**src/rtl/pkt_send_scheduler_if.sv**
```systemverilog
// Handshake bundle between the send scheduler and the two send_packet controllers.
// slave  : scheduler side (link status and receive-level in, send commands and status out).
// master : controller / environment side (mirror image of slave).
interface pkt_send_scheduler_if;
    logic        mac_inited_i;
    logic        rx_ready_i;
    logic        data_saved_2_i;
    logic        cmd_send_1_o;
    logic [24:0] start_ram_addr_1_o;
    logic        cmd_send_2_o;
    logic [24:0] start_ram_addr_2_o;
    logic [15:0] tx_count_1_o;
    logic [15:0] echo_count_o;
    logic [15:0] echo_drop_o;
    logic        first_done_o;

    modport slave (
        input  mac_inited_i, rx_ready_i, data_saved_2_i,
        output cmd_send_1_o, start_ram_addr_1_o, cmd_send_2_o, start_ram_addr_2_o,
        output tx_count_1_o, echo_count_o, echo_drop_o, first_done_o
    );

    modport master (
        output mac_inited_i, rx_ready_i, data_saved_2_i,
        input  cmd_send_1_o, start_ram_addr_1_o, cmd_send_2_o, start_ram_addr_2_o,
        input  tx_count_1_o, echo_count_o, echo_drop_o, first_done_o
    );
endinterface

```
**src/rtl/pkt_send_scheduler.sv**
```systemverilog
// Purpose: periodic channel-1 sends plus channel-2 echo (and optional initial) sends, gated by link readiness.
// Latency: channel-1 pulse PERIOD_1 edges after link-up; echo pulse one edge after a data_saved rise.
// Backpressure: none; rises arriving while channel 2 is not armed are counted as drops, never queued.
// Ports: clk_50_pll / main_reset (async, active-high) plain; everything else through bus (slave modport):
//   link status + data_saved_2 in; cmd_send_1/2 with start addresses out; saturating
//   tx_count_1 / echo_count / echo_drop status counters and first_done flag out.
module pkt_send_scheduler #(
    parameter logic [31:0] PERIOD_1     = 32'd100_000_000,
    parameter logic [31:0] FIRST_DELAY  = 32'd117_000_000,
    parameter logic        ALLOW_FIRST  = 1'b0,
    parameter logic [7:0]  CMD_HOLD     = 8'd3,
    parameter logic [24:0] START_ADDR_1 = 25'd1,
    parameter logic [24:0] START_ADDR_2 = 25'd5
) (
    input  logic             clk_50_pll,
    input  logic             main_reset,
    pkt_send_scheduler_if.slave bus
);

    typedef enum logic [1:0] {S1_IDLE, S1_COUNT, S1_ASSERT} ch1_state_t;
    typedef enum logic [2:0] {S2_IDLE, S2_FIRST_WAIT, S2_FIRST_HOLD,
                              S2_ARMED, S2_ECHO_HOLD, S2_WAIT_CLR} ch2_state_t;

    function automatic logic [15:0] sat_inc(input logic [15:0] v);
        return (v == 16'hFFFF) ? v : v + 16'd1;
    endfunction

    logic link_ok;
    logic rise;

    ch1_state_t  state1_q, state1_d;
    logic [31:0] cnt1_q, cnt1_d;
    logic [7:0]  hold1_q, hold1_d;
    logic        cmd_send_1_q, cmd_send_1_d;
    logic [24:0] addr1_q, addr1_d;
    logic [15:0] tx_count_1_q, tx_count_1_d;

    ch2_state_t  state2_q, state2_d;
    logic [31:0] cnt2_q, cnt2_d;
    logic [7:0]  hold2_q, hold2_d;
    logic        cmd_send_2_q, cmd_send_2_d;
    logic [24:0] addr2_q, addr2_d;
    logic [15:0] echo_count_q, echo_count_d;
    logic [15:0] echo_drop_q, echo_drop_d;
    logic        first_done_q, first_done_d;
    logic        ds_prev_q;

    assign link_ok = bus.mac_inited_i & bus.rx_ready_i;
    assign rise    = bus.data_saved_2_i & ~ds_prev_q;

    // ---------------- channel 1: periodic sender ----------------
    always_ff @(posedge clk_50_pll or posedge main_reset) begin
        if (main_reset) begin
            state1_q     <= S1_IDLE;
            cnt1_q       <= 32'd0;
            hold1_q      <= 8'd0;
            cmd_send_1_q <= 1'b0;
            addr1_q      <= 25'd0;
            tx_count_1_q <= 16'd0;
        end else begin
            state1_q     <= state1_d;
            cnt1_q       <= cnt1_d;
            hold1_q      <= hold1_d;
            cmd_send_1_q <= cmd_send_1_d;
            addr1_q      <= addr1_d;
            tx_count_1_q <= tx_count_1_d;
        end
    end

    always_comb begin
        state1_d     = state1_q;
        cnt1_d       = cnt1_q;
        hold1_d      = hold1_q;
        tx_count_1_d = tx_count_1_q;
        case (state1_q)
            S1_IDLE: begin
                if (link_ok) begin
                    state1_d = S1_COUNT;
                    cnt1_d   = 32'd0;
                end
            end
            S1_COUNT, S1_ASSERT: begin
                if (!link_ok) begin
                    // Link loss truncates any pulse and restarts the period on restore.
                    state1_d = S1_IDLE;
                    cnt1_d   = 32'd0;
                end else begin
                    // The period counter keeps running through ASSERT so pulse starts stay PERIOD_1 apart.
                    cnt1_d = (cnt1_q == PERIOD_1 - 32'd1) ? 32'd0 : cnt1_q + 32'd1;
                    if (cnt1_q == PERIOD_1 - 32'd1) begin
                        state1_d     = S1_ASSERT;
                        hold1_d      = CMD_HOLD - 8'd1;
                        tx_count_1_d = sat_inc(tx_count_1_q);
                    end else if (state1_q == S1_ASSERT) begin
                        if (hold1_q == 8'd0) state1_d = S1_COUNT;
                        else                 hold1_d  = hold1_q - 8'd1;
                    end
                end
            end
            default: state1_d = S1_IDLE;
        endcase
        cmd_send_1_d = (state1_d == S1_ASSERT);
        // Address is captured as the pulse rises and held until the next pulse.
        addr1_d = (cmd_send_1_d && !cmd_send_1_q) ? START_ADDR_1 : addr1_q;
    end

    // ---------------- channel 2: initial send + echo ----------------
    always_ff @(posedge clk_50_pll or posedge main_reset) begin
        if (main_reset) begin
            state2_q     <= S2_IDLE;
            cnt2_q       <= 32'd0;
            hold2_q      <= 8'd0;
            cmd_send_2_q <= 1'b0;
            addr2_q      <= 25'd0;
            echo_count_q <= 16'd0;
            echo_drop_q  <= 16'd0;
            first_done_q <= 1'b0;
            ds_prev_q    <= 1'b0;
        end else begin
            state2_q     <= state2_d;
            cnt2_q       <= cnt2_d;
            hold2_q      <= hold2_d;
            cmd_send_2_q <= cmd_send_2_d;
            addr2_q      <= addr2_d;
            echo_count_q <= echo_count_d;
            echo_drop_q  <= echo_drop_d;
            first_done_q <= first_done_d;
            ds_prev_q    <= bus.data_saved_2_i;
        end
    end

    always_comb begin
        state2_d     = state2_q;
        cnt2_d       = cnt2_q;
        hold2_d      = hold2_q;
        echo_count_d = echo_count_q;
        first_done_d = first_done_q;
        // Only an armed channel with the link up can service a rise; every other rise is lost.
        echo_drop_d  = (rise && !(state2_q == S2_ARMED && link_ok)) ? sat_inc(echo_drop_q) : echo_drop_q;

        if (state2_q != S2_IDLE && !link_ok) begin
            state2_d = S2_IDLE;
            cnt2_d   = 32'd0;
        end else begin
            case (state2_q)
                S2_IDLE: begin
                    if (link_ok) begin
                        if (ALLOW_FIRST && !first_done_q) begin
                            state2_d = S2_FIRST_WAIT;
                            cnt2_d   = 32'd0;
                        end else begin
                            state2_d = S2_ARMED;
                        end
                    end
                end
                S2_FIRST_WAIT: begin
                    if (cnt2_q == FIRST_DELAY - 32'd1) begin
                        state2_d = S2_FIRST_HOLD;
                        hold2_d  = CMD_HOLD - 8'd1;
                        cnt2_d   = 32'd0;
                    end else begin
                        cnt2_d = cnt2_q + 32'd1;
                    end
                end
                S2_FIRST_HOLD: begin
                    // The initial send is only credited once it completes untruncated.
                    if (hold2_q == 8'd0) begin
                        state2_d     = S2_ARMED;
                        first_done_d = 1'b1;
                        echo_count_d = sat_inc(echo_count_q);
                    end else begin
                        hold2_d = hold2_q - 8'd1;
                    end
                end
                S2_ARMED: begin
                    if (rise) begin
                        state2_d     = S2_ECHO_HOLD;
                        hold2_d      = CMD_HOLD - 8'd1;
                        echo_count_d = sat_inc(echo_count_q);
                    end
                end
                S2_ECHO_HOLD: begin
                    if (hold2_q == 8'd0) state2_d = bus.data_saved_2_i ? S2_WAIT_CLR : S2_ARMED;
                    else                 hold2_d  = hold2_q - 8'd1;
                end
                S2_WAIT_CLR: begin
                    if (!bus.data_saved_2_i) state2_d = S2_ARMED;
                end
                default: state2_d = S2_IDLE;
            endcase
        end
        cmd_send_2_d = (state2_d == S2_FIRST_HOLD) || (state2_d == S2_ECHO_HOLD);
        addr2_d = (cmd_send_2_d && !cmd_send_2_q) ? START_ADDR_2 : addr2_q;
    end

    assign bus.cmd_send_1_o       = cmd_send_1_q;
    assign bus.start_ram_addr_1_o = addr1_q;
    assign bus.cmd_send_2_o       = cmd_send_2_q;
    assign bus.start_ram_addr_2_o = addr2_q;
    assign bus.tx_count_1_o       = tx_count_1_q;
    assign bus.echo_count_o       = echo_count_q;
    assign bus.echo_drop_o        = echo_drop_q;
    assign bus.first_done_o       = first_done_q;

endmodule

```
**src/flat_wrapper.sv**
```systemverilog
// flat-port wrapper written by rule: the top's interface ports become plain ports
module pkt_send_scheduler_flat 
#(
    parameter logic [31:0] PERIOD_1     = 32'd100_000_000,
    parameter logic [31:0] FIRST_DELAY  = 32'd117_000_000,
    parameter logic        ALLOW_FIRST  = 1'b0,
    parameter logic [7:0]  CMD_HOLD     = 8'd3,
    parameter logic [24:0] START_ADDR_1 = 25'd1,
    parameter logic [24:0] START_ADDR_2 = 25'd5
)
  (clk_50_pll, main_reset, bus_mac_inited_i, bus_rx_ready_i, bus_data_saved_2_i, bus_cmd_send_1_o, bus_start_ram_addr_1_o, bus_cmd_send_2_o, bus_start_ram_addr_2_o, bus_tx_count_1_o, bus_echo_count_o, bus_echo_drop_o, bus_first_done_o);
  pkt_send_scheduler_if bus_i ();
  input  logic clk_50_pll;
  input  logic main_reset;
  input wire logic [$bits(bus_i.mac_inited_i)-1:0] bus_mac_inited_i;
  input wire logic [$bits(bus_i.rx_ready_i)-1:0] bus_rx_ready_i;
  input wire logic [$bits(bus_i.data_saved_2_i)-1:0] bus_data_saved_2_i;
  output wire logic [$bits(bus_i.cmd_send_1_o)-1:0] bus_cmd_send_1_o;
  output wire logic [$bits(bus_i.start_ram_addr_1_o)-1:0] bus_start_ram_addr_1_o;
  output wire logic [$bits(bus_i.cmd_send_2_o)-1:0] bus_cmd_send_2_o;
  output wire logic [$bits(bus_i.start_ram_addr_2_o)-1:0] bus_start_ram_addr_2_o;
  output wire logic [$bits(bus_i.tx_count_1_o)-1:0] bus_tx_count_1_o;
  output wire logic [$bits(bus_i.echo_count_o)-1:0] bus_echo_count_o;
  output wire logic [$bits(bus_i.echo_drop_o)-1:0] bus_echo_drop_o;
  output wire logic [$bits(bus_i.first_done_o)-1:0] bus_first_done_o;
  assign bus_i.mac_inited_i = bus_mac_inited_i;
  assign bus_i.rx_ready_i = bus_rx_ready_i;
  assign bus_i.data_saved_2_i = bus_data_saved_2_i;
  assign bus_cmd_send_1_o = bus_i.cmd_send_1_o;
  assign bus_start_ram_addr_1_o = bus_i.start_ram_addr_1_o;
  assign bus_cmd_send_2_o = bus_i.cmd_send_2_o;
  assign bus_start_ram_addr_2_o = bus_i.start_ram_addr_2_o;
  assign bus_tx_count_1_o = bus_i.tx_count_1_o;
  assign bus_echo_count_o = bus_i.echo_count_o;
  assign bus_echo_drop_o = bus_i.echo_drop_o;
  assign bus_first_done_o = bus_i.first_done_o;
  pkt_send_scheduler #(.PERIOD_1(PERIOD_1), .FIRST_DELAY(FIRST_DELAY), .ALLOW_FIRST(ALLOW_FIRST), .CMD_HOLD(CMD_HOLD), .START_ADDR_1(START_ADDR_1), .START_ADDR_2(START_ADDR_2)) u_core (.clk_50_pll(clk_50_pll), .main_reset(main_reset), .bus(bus_i));
endmodule
```
**config.mk**
```make
export PLATFORM = sky130hd
export DESIGN_NAME = pkt_send_scheduler_flat
export DESIGN_NICKNAME = d
export VERILOG_FILES = /design/src/rtl/pkt_send_scheduler_if.sv /design/src/rtl/pkt_send_scheduler.sv /design/src/flat_wrapper.sv
export SDC_FILE = /design/constraint.sdc
export NUM_CORES = 1
export LEC_CHECK = 0
export BUFFER_PORTS_ARGS = -buffer_cell sky130_fd_sc_hd__buf_2
export CORE_UTILIZATION = 58
export DETAILED_ROUTE_END_ITERATION = 10
export GPL_ROUTABILITY_DRIVEN = 0
export GPL_TIMING_DRIVEN = 0
export PLACE_DENSITY = 0.85
export SLEW_MARGIN = 10
export SYNTH_ARGS = -nofsm -noshare
export SYNTH_HDL_FRONTEND = slang
export SYNTH_SLANG_ARGS = --single-unit
```
**constraint.sdc**
```tcl
create_clock -name clk_50_pll -period 5.8 [get_ports clk_50_pll]
set_input_delay 1.16 -clock clk_50_pll [delete_from_list [all_inputs] [get_ports clk_50_pll]]
set_output_delay 1.16 -clock clk_50_pll [all_outputs]
set_load 0.02 [all_outputs]
```
==> metrics.txt <==
status=completed; IO Count=106; register area=0.00348 mm^2; DIE WIDTH=117 um; R2R cell count=9; post-synth top area cell=dfrtp_1; measured slew at the worst slew-check pin=0.685 ns; Netlist cell types=80; clock sinks=139; layout net count=942; PwrDens=333 mW/mm^2; Avg Inst Size Synth=9.54 um^2; Synth area leaders=dfrtp_1 (45%), xnor2_1 (5.0%), buf_4 (4.7%); max_slew headroom=0.539; setup violators final=0; Synthesis Warnings=0; IO Port Bufs=58; Die Y=117 um; post-synthesis sequential area ratio=0.454; Hold Vio Cnt, Final=0; fill count=929; DRT iter0 DRCs=486; Slew Limit Fails=0; CTS tree=done; Post-CTS Setup Bufs=0; CP required=6.12 ns; FF-to-FF setup slack=3.08 ns; Clock transition at path regs=0.06 ns; Hold Buf Count CTS=0; RSZ-0062 raised after global routing=no; htree depth=4; crit-path cells=ha_1 -> and3_1 -> nand3_1 -> o31ai_4 -> or2_0 -> clkbuf_1 -> buf_2 -> nor3_1 -> a21o_1; vias in the first global route=5744; clk_skew=0.00631 ns; slowest CP cell=o31ai_4; count of state elements after synthesis=139; Antenna Cells=0; WHS=0.456 ns; FMAX=0.367 GHz; Tot GR Track Use=0.255; Crit. End Element=flip-flop; grt total ovfl=0; Max Cap Viol=0; largest net degree at the start of global routing=89; CP max stage delay=0.57 ns; Layout area overhead=17.0%; crit path DAT=3.05 ns; cell with the most instances after synthesis=dfrtp_1; critical path class=reg -> reg; Tot Pwr=2.98 mW; Hold WC Path Type=reg -> reg; peak supply drop=0.000336 V; core area=0.0128 mm^2; DIE AREA=0.0137 mm^2; post_cts resized=0; Synth top cells by count=dfrtp_1 (139), nor2_1 (75), nand2_1 (73); WL/cell=14.8 um; CP startpoint kind=flip-flop; Synth Flop Type=dfrtp_1; Post-DP HPWL=10.8 mm; share of layout cells above drive strength 1=0.194; number of antenna violations at the first check in global routing=0; first-pass GRT wire length=26.9 mm; CTS max path bufs=2; Tmin final=2.72 ns; drt pass-1 iters=5; Worst-Skew Late Latency=0.43 ns; multi-input gate area in the final layout=0.00382 mm^2; Synth async-reset ratio=1.00; post-route clock period utilization=0.470; via count=6183; num rows=41; wirelength, routed=16.4 mm; Leakage Power=4.24 nW; Synth top area share=0.454; Synth Instances=803; Cells on Worst Hold Path=1; Critical Path Fanout Max=10; CTS Buf Count=17; post-layout util=0.702; residual DRC count=0; vias per cell=5.56; root buffer cell=clkbuf_16; cell area after synthesis=0.00766 mm^2; post-route ant nets=0; Post-synth EDFFs=0; Initial Utilization=0.600
[cells by family after synthesis]
| logic type | count (synthesis) | share of synthesized area |
|---|---|---|
| other | 1 | 0.000489 |
| AO/OA/AOI/OAI | 128 | 0.110 |
| AND/OR/NAND/NOR | 353 | 0.252 |
| multiplexers | 7 | 0.0105 |
| XOR/XNOR | 77 | 0.0880 |
| flip-flops | 139 | 0.454 |
| buffers and inverters | 88 | 0.0692 |
| adder cells (fa/ha/maj) | 10 | 0.0163 |
[worst max-delay path, delay by kind of cell, from the launching register on]
| family | cells | cell delay, ns |
|---|---|---|
| adders and majority gates | 1 | 0.22 |
| AOI/OAI and AO/OA | 2 | 0.73 |
| buffers and inverters | 2 | 0.56 |
| DFF | 1 | 0.42 |
| and+or+nand+nor | 4 | 0.69 |
[per-layer routing]
| metal | vias up | track usage | wire length, um |
|---|---|---|---|
| met2 | 175 | 0.422 | 8230 |
| met5 | - | 0 | 0 |
| met3 | 31 | 0.0649 | 772 |
| li1 | 3009 | - | - |
| met1 | 2968 | 0.327 | 7150 |
| met4 | 0 | 0.0903 | 258 |
[registers in the layout (all words and copies together) (netlist names)]
| register | cells |
|---|---|
| u_core.bus.echo_count_o | 16 |
| u_core.state1_q | 2 |
| u_core.hold1_q | 8 |
| u_core.bus.cmd_send_2_o | 1 |
| u_core.hold2_q | 8 |
| u_core.bus.start_ram_addr_1_o | 1 |
| u_core.bus.echo_drop_o | 16 |
| u_core.ds_prev_q | 1 |
| u_core.bus.start_ram_addr_2_o | 1 |
| u_core.cnt1_q | 32 |
| u_core.bus.cmd_send_1_o | 1 |
| u_core.bus.first_done_o | 1 |
| u_core.cnt2_q | 32 |
| u_core.state2_q | 3 |
| u_core.bus.tx_count_1_o | 16 |
[report_power, final]
| part | total, mW | switching [mW] | internal (mW) |
|---|---|---|---|
| Combinational | 0.761 | 0.480 | 0.281 |
| Clock | 1.10 | 0.455 | 0.640 |
| Sequential | 1.13 | 0.0827 | 1.05 |
| Total | 2.98 | 1.02 | 1.97 |
[stage by stage]
step / setup WS (ns) / area [um^2] / TNS [ns] / cells
detailed placement: 2.67 / 8370 / 0 / 1080
finish: 3.08 / 8960 / 0 / 1112
global route: 2.86 / 8960 / 0 / 1112
global placement: -0.583 / 8340 / -80.19 / 1079
floorplan: 0.915 / 7830 / 0 / 849
CTS: 3.06 / 8960 / 0 / 1112
[placed cells by master, fill, tap and decap left out, types with 4 or more instances in the layout]
master	n
xnor2_1	44
and4_1	13
and3_1	21
xor2_1	33
o31ai_1	5
a211oi_1	4
clkbuf_16	17
ha_1	10
nor4_1	5
nor2_1	75
conb_1	47
clkinvlp_4	5
clkbuf_1	12
nor4b_1	4
nand4_1	19
and2_1	16
a22o_1	4
a21oi_1	22
a21o_1	11
nand3_1	55
inv_6	5
buf_2	65
or3_1	9
a31oi_1	12
mux2_2	4
inv_1	17
buf_4	48
dfrtp_1	139
nand2_1	73
nor3_1	24
o22ai_1	4
o21ai_0	43
[worst paths after layout]
kind,startpoint,to
max in group asynchronous,main_reset,u_core.cnt2_q[18]
hold / removal,u_core.bus.start_ram_addr_1_o[0],u_core.bus.start_ram_addr_1_o[0]
min in group asynchronous,main_reset,u_core.bus.echo_count_o[9]
setup reg to reg,u_core.cnt2_q[0],u_core.cnt2_q[12]
hold reg to reg,u_core.bus.start_ram_addr_1_o[0],u_core.bus.start_ram_addr_1_o[0]
setup / recovery,u_core.cnt2_q[0],u_core.cnt2_q[12]
[cell type report]
cell class              count  area share
multi-input cells         622       0.427
flip-flops and latches    139       0.388
repair buffers             59      0.0355
inverters                  19     0.00879
clock inverters            15      0.0186
well taps                 172      0.0240
clock buffers              17      0.0475
plain buffers              69      0.0509
Note: power is estimated with default switching activity, not from simulation.
